[config.mk]
export PLATFORM = sky130hd
export DESIGN_NAME = t_pass_collector
export DESIGN_NICKNAME = d
export VERILOG_FILES = /design/src/rtl/t_pass_collector_pkg.sv /design/src/rtl/t_pass_collector_strobe_div.sv /design/src/rtl/t_pass_collector.sv
export SDC_FILE = /design/constraint.sdc
export NUM_CORES = 1
export LEC_CHECK = 0
export BUFFER_PORTS_ARGS = -buffer_cell sky130_fd_sc_hd__buf_2
export CELL_PAD_IN_SITES_DETAIL_PLACEMENT = 0
export CELL_PAD_IN_SITES_GLOBAL_PLACEMENT = 1
export CORE_ASPECT_RATIO = 0.9
export CORE_UTILIZATION = 32
export DETAILED_ROUTE_END_ITERATION = 8
export GPL_TIMING_DRIVEN = 0
export PLACE_DENSITY_LB_ADDON = 0.2
export SLEW_MARGIN = 40
export SYNTH_ARGS = -nofsm -noshare
export SYNTH_HDL_FRONTEND = slang
export SYNTH_SLANG_ARGS = --single-unit
[constraint.sdc]
create_clock -name fastclk -period 2.1 [get_ports fastclk]
set_input_delay 0.315 -clock fastclk [delete_from_list [all_inputs] [get_ports fastclk]]
set_output_delay 0.315 -clock fastclk [all_outputs]
set_load 0.01 [all_outputs]
[src/rtl/t_pass_collector_pkg.sv]
`default_nettype none
// +------------------------------------------------------------------+
// | Module   : t_pass_collector_pkg                                  |
// | Brief    : Shared types, widths and helpers for t_pass_collector |
// | Revision : 1.0  initial release                                  |
// +------------------------------------------------------------------+
package t_pass_collector_pkg;

  // Supervisor states; the encoding is fixed so it reads well on a wave viewer
  typedef enum logic [1:0] {
    ST_IDLE = 2'd0,
    ST_RUN  = 2'd1,
    ST_DONE = 2'd2,
    ST_FAIL = 2'd3
  } state_t;

  // Width of the externally reported cycle count
  localparam int CYCLES_W = 32;

  // Bits needed for a counter holding values 0..n-1 (never less than one bit)
  function automatic int count_width(input int n);
    if (n <= 2) return 1;
    return $clog2(n);
  endfunction

endpackage
`default_nettype wire

[src/rtl/t_pass_collector_strobe_div.sv]
`default_nettype none
// +------------------------------------------------------------------+
// | Module   : t_strobe_div                                          |
// | Brief    : Registered clock-enable divider; one-cycle stb every  |
// |            DIV enabled cycles, first pulse DIV-1 cycles after clr |
// | Revision : 1.0  initial release                                  |
// +------------------------------------------------------------------+
module t_strobe_div
  import t_pass_collector_pkg::*;
#(
  parameter int DIV = 2
) (
  input  logic fastclk,
  input  logic reset,
  input  logic clr,
  input  logic en,
  output logic stb
);

  localparam int             c_W    = count_width(DIV);
  localparam logic [c_W-1:0] c_LAST = c_W'(DIV - 1);

  logic [c_W-1:0] r_cnt;
  logic [c_W-1:0] w_cnt_nxt;
  logic           r_stb;

  // Next divider phase, wrapping at DIV-1
  always_comb begin
    w_cnt_nxt = (r_cnt == c_LAST) ? '0 : r_cnt + c_W'(1);
  end

  // clr loads phase 0 (the strobe is already due if DIV is 1); stb is registered
  // alongside the phase it belongs to so it carries no combinational path
  always_ff @(posedge fastclk) begin
    if (reset) begin
      r_cnt <= '0;
      r_stb <= 1'b0;
    end else if (clr) begin
      r_cnt <= '0;
      r_stb <= (c_LAST == '0);
    end else if (en) begin
      r_cnt <= w_cnt_nxt;
      r_stb <= (w_cnt_nxt == c_LAST);
    end else begin
      r_cnt <= '0;
      r_stb <= 1'b0;
    end
  end

  assign stb = r_stb;

endmodule
`default_nettype wire

[src/rtl/t_pass_collector.sv]
`default_nettype none
// +------------------------------------------------------------------+
// | Module   : t_pass_collector                                      |
// | Brief    : Supervises NTESTS sticky pass flags, generates the    |
// |            check strobe, reports DONE or timeout FAIL verdict    |
// | Macro    : T_PASS_COLLECTOR_STOP_EN (simulation verdict print)   |
// | Revision : 1.0  initial release                                  |
// +------------------------------------------------------------------+
module t_pass_collector
  import t_pass_collector_pkg::*;
#(
  parameter int NTESTS  = 4,
  parameter int TIMEOUT = 1000,
  parameter int DIV     = 2
) (
  input  logic                fastclk,
  input  logic                reset,
  input  logic                start,
  input  logic [NTESTS-1:0]   passed_i,
  output logic                check_stb,
  output logic                running,
  output logic                done,
  output logic                all_passed,
  output logic [NTESTS-1:0]   fail_mask,
  output logic [CYCLES_W-1:0] cycles
);

  localparam int            c_CW   = count_width(TIMEOUT + 1);
  localparam logic [c_CW-1:0] c_LAST = c_CW'(TIMEOUT - 1);

  state_t            r_state;
  state_t            w_state_nxt;
  logic [NTESTS-1:0] r_seen;
  logic [NTESTS-1:0] w_seen_all;
  logic [NTESTS-1:0] r_fail_mask;
  logic [c_CW-1:0]   r_cnt;
  logic              w_enter_run;
  logic              w_stay_run;

  assign w_seen_all  = r_seen | passed_i;
  assign w_enter_run = (r_state != ST_RUN) && (w_state_nxt == ST_RUN);
  assign w_stay_run  = (r_state == ST_RUN) && (w_state_nxt == ST_RUN);

  // Next-state: completion has priority over timeout; start only matters outside RUN
  always_comb begin
    w_state_nxt = r_state;
    case (r_state)
      ST_IDLE: if (start) w_state_nxt = ST_RUN;
      ST_RUN: begin
        if (&w_seen_all)         w_state_nxt = ST_DONE;
        else if (r_cnt == c_LAST) w_state_nxt = ST_FAIL;
      end
      ST_DONE: if (start) w_state_nxt = ST_RUN;
      ST_FAIL: if (start) w_state_nxt = ST_RUN;
      default: w_state_nxt = ST_IDLE;
    endcase
  end

  // State register; reset aborts any run without leaving a verdict
  always_ff @(posedge fastclk) begin
    if (reset) r_state <= ST_IDLE;
    else       r_state <= w_state_nxt;
  end

  // Run bookkeeping: sticky flags, elapsed count (tops out at TIMEOUT), failure mask
  always_ff @(posedge fastclk) begin
    if (reset) begin
      r_seen      <= '0;
      r_cnt       <= '0;
      r_fail_mask <= '0;
    end else if (w_enter_run) begin
      r_seen      <= '0;
      r_cnt       <= '0;
      r_fail_mask <= '0;
    end else if (r_state == ST_RUN) begin
      r_seen <= w_seen_all;
      r_cnt  <= r_cnt + c_CW'(1);
      if (w_state_nxt == ST_FAIL) r_fail_mask <= ~w_seen_all;
    end
  end

  t_strobe_div #(
    .DIV(DIV)
  ) u_strobe_div (
    .fastclk(fastclk),
    .reset  (reset),
    .clr    (w_enter_run),
    .en     (w_stay_run),
    .stb    (check_stb)
  );

  assign running    = (r_state == ST_RUN);
  assign done       = (r_state == ST_DONE) || (r_state == ST_FAIL);
  assign all_passed = (r_state == ST_DONE);
  assign fail_mask  = r_fail_mask;
  assign cycles     = CYCLES_W'(r_cnt);

`ifdef T_PASS_COLLECTOR_STOP_EN
  // Announce the verdict on the edge that enters DONE or FAIL
  always_ff @(posedge fastclk) begin
    if (!reset && r_state == ST_RUN && w_state_nxt == ST_DONE) begin
      $display("[%0t] t_pass_collector: Passed", $time);
    end
    if (!reset && r_state == ST_RUN && w_state_nxt == ST_FAIL) begin
      $display("[%0t] t_pass_collector: FAIL mask=%h", $time, ~w_seen_all);
      $stop;
    end
  end
`else
  // Verdict is reported on the ports only
`endif

endmodule
`default_nettype wire

==> flow_metrics.tcl <==
set metrics [dict create \
    design.core.area_sq_mm 0.003114 \
    cts_root_buf "sky130_fd_sc_hd__clkbuf_8" \
    finalWorstPathRequiredPeriod_ns 1.760 \
    die_height_um 56.76 \
    clock_sinks 21 \
    synth-warning-count 0 \
    cts_tree "yes" \
    design.die.area_sq_mm 0.003566 \
    grt_overflow_total 0 \
    cts.htree.levels 1 \
    post_cts_hold_buffers 0 \
    port_buffers 24 \
    place.detailed.hpwl_um 1637 \
    detailedRoute.firstPassIterationCount 2 \
    routed_wl_um 2035 \
    post_cts_resized 0 \
    synthesis.instances 125 \
    layout_worst_path_cycle_share_pct 83.81 \
    skew_pair_late_insertion_delay_ns 0.25 \
    nature_of_the_critical_path_startpoint "register" \
    critical_path_peak_fanout 5 \
    signal_arrival_time_at_the_worst_endpoint_ns 1.91 \
    drc_errors 0 \
    final_antenna_net_count 0 \
    synthMostInstantiatedCell "sky130_fd_sc_hd__buf_4" \
    clkTransAtPathRegs_ns 0.08 \
    synth.top_cell.area_share_pct 39.44 \
    synth_area_per_cell_sq_um 8.528 \
    synth_top_cell_by_area "sky130_fd_sc_hd__dfxtp_1" \
    final_nets 183 \
    finish.cell_count_without_fillers 216 \
    maxcap_violations 0 \
    avgViaCountPerCell 4.148 \
    ys_top_cells_by_count "sky130_fd_sc_hd__buf_4, sky130_fd_sc_hd__dfxtp_1, sky130_fd_sc_hd__nor2_1" \
    timing.hold.worst.start "passed_i[1]" \
    power.density_cell_area_mw_per_mm2 573.8 \
    placer_congestion_estimate 0.7416 \
    r2r_start "r_cnt[1]" \
    hold_path_class "primary input to register" \
    num_rows 19 \
    fin_tns_setup_ns 0 \
    start_util_pct 34.23 \
    setup.worst_path.end_class "register" \
    ir_worst_vdd_v 0.0001839 \
    synth.top_cells.by_area "sky130_fd_sc_hd__dfxtp_1, sky130_fd_sc_hd__buf_4, sky130_fd_sc_hd__nor2_1, sky130_fd_sc_hd__or3_1, sky130_fd_sc_hd__xnor2_1" \
    detailed_route_iter0_violations 30 \
    max-clock-path-buffers 2 \
    worst-r2r-setup-slack_ns 0.34 \
    yosysUniqueCellTypes 29 \
    place.detailed.instances 212 \
    share_of_cells_above_drive_strength_1_pct 30.46 \
    rsz_0062_raised_after_global_routing "false" \
    synthesis.area_sq_mm 0.001066 \
    vias_in_the_first_global_route 826 \
    grt_max_degree 13 \
    status "finished clean" \
    synth.ff_latch_count 21 \
    global_route.usage.total_pct 12.82 \
    maximum_clock_rate_mhz 568.2 \
    timing_hold_violations_final 0 \
    synth_top_flop_cell "sky130_fd_sc_hd__dfxtp_1" \
    worst-endpoint-required_ns 2.25 \
    static-leakage-power_nw 0.6596 \
    insertedDiodeCount 0 \
    numCtsBuffers 3 \
    synth_seq_area_share_pct 39.44 \
    vias 896 \
    timing.final.max_slew_violations 0 \
    timing_worst_setup_path_type "register to register" \
    io_pins 47 \
    synthArstFlopShare_pct 0 \
    antenna_violations_before_repair 0 \
    die_width_um 62.84 \
    syn2layout_area_growth_pct 27.93 \
    fin_skew_ns 0.001569 \
    fillerInstances 327 \
    synth-edff-count 0 \
    post_cts.repair.setup_buffers 0 \
    finalSetupViolCount 0 \
    layout.core_utilization_pct 43.79 \
    grt_first_pass_wirelength_um 3608 \
    setup.worst_path.start "r_cnt[1]" \
    timing.rr.end "fail_mask[3]" \
    setup.worst_path.end "fail_mask[3]" \
    worst-r2r-cell-count 6 \
    wire_per_inst_um 9.421 \
]
## report_power, final
group	internal, mW	total, mW	switching [mW]
Sequential	0.406	0.414	0.00786
Clock	0.132	0.262	0.130
Combinational	0.0492	0.107	0.0575
## layout make-up
cell class                 instances  area, sq um  share of cell area (%)
tap                               42        52.55                   3.853
clock inverter                     1        5.005                  0.3670
timing repair buffer              24        120.1                   8.807
buffer                            26        188.9                   13.85
multi-input combinational         98        531.8                   38.99
inverter                           1        3.754                  0.2752
clock buffer                       3        41.29                   3.028
sequential                        21        420.4                   30.83
## cells by family after synthesis
family / synth area share (%)
AO/OA/AOI/OAI: 7.747
XOR/XNOR: 6.573
adder cells (fa/ha/maj): 1.174
buffers and inverters: 18.07
flip-flops: 39.44
multiplexers: 3.756
other: 0.3518
AND/OR/NAND/NOR: 22.89
## cells in the final DEF (no fill, tap or decap), types with 2 or more instances in the layout
cell                       netlist  layout
sky130_fd_sc_hd__a21oi_1         8       8
sky130_fd_sc_hd__buf_2           1      25
sky130_fd_sc_hd__buf_4          22      22
sky130_fd_sc_hd__clkbuf_8        0       3
sky130_fd_sc_hd__conb_1          1      22
sky130_fd_sc_hd__dfxtp_1        21      21
sky130_fd_sc_hd__mux2i_1         4       4
sky130_fd_sc_hd__nand2_1        11      11
sky130_fd_sc_hd__nand2b_1        2       2
sky130_fd_sc_hd__nand4_1         3       3
sky130_fd_sc_hd__nor2_1         14      14
sky130_fd_sc_hd__nor3_1          3       3
sky130_fd_sc_hd__nor4_1          3       3
sky130_fd_sc_hd__o21ai_0         3       3
sky130_fd_sc_hd__o22ai_1         2       2
sky130_fd_sc_hd__or3_1           7       7
sky130_fd_sc_hd__xnor2_1         5       5
sky130_fd_sc_hd__xor2_1          3       3
## metrics by stage
step	power [mW]	area, sq um	worst slack [ns]	hold slack [ns]
6_report	0.7826	1364	0.3400	0.3109
5_1_grt	0.8229	1364	0.2247	0.3323
4_1_cts	0.7895	1364	0.3301	0.3119
3_5_place_dp	0.5303	1318	0.3444	0.4157
3_3_place_gp	0.5285	1318	0.3526	0.4247
2_1_floorplan	0.5045	1145	0.3665	0.3841
## worst max-delay path, stage by stage, from the launching register on
cell and delay, ns:
sky130_fd_sc_hd__dfxtp_1 0.41, sky130_fd_sc_hd__ha_1 0.22, sky130_fd_sc_hd__nand2_1 0.07, sky130_fd_sc_hd__or3_1 0.34, sky130_fd_sc_hd__or3_1 0.36, sky130_fd_sc_hd__buf_6 0.14, sky130_fd_sc_hd__mux2i_1 0.11
## registers in the layout (all words and copies together) (netlist names)
register          count
r_cnt                10
fail_mask             4
r_seen                4
r_state               2
u_strobe_div.stb      1
## worst min-delay path by stage
stage	endpoint	slack, ns	cells past startpoint
4_1_cts	r_seen[2]	0.31	3
3_5_place_dp	u_strobe_div.stb	0.42	1
6_report	r_seen[1]	0.31	3
3_3_place_gp	u_strobe_div.stb	0.42	1
5_1_grt	r_seen[0]	0.33	3
2_1_floorplan	r_state[1]	0.38	1
## routing by layer
metal	global-route usage, %	vias up	share of wire [%]
met3	2.642	2	5.7
met5	0	-	0
li1	-	475	-
met2	20.81	30	45
met4	6.312	0	1.3
met1	16.09	389	48
Note: power is estimated with default switching activity, not from simulation.
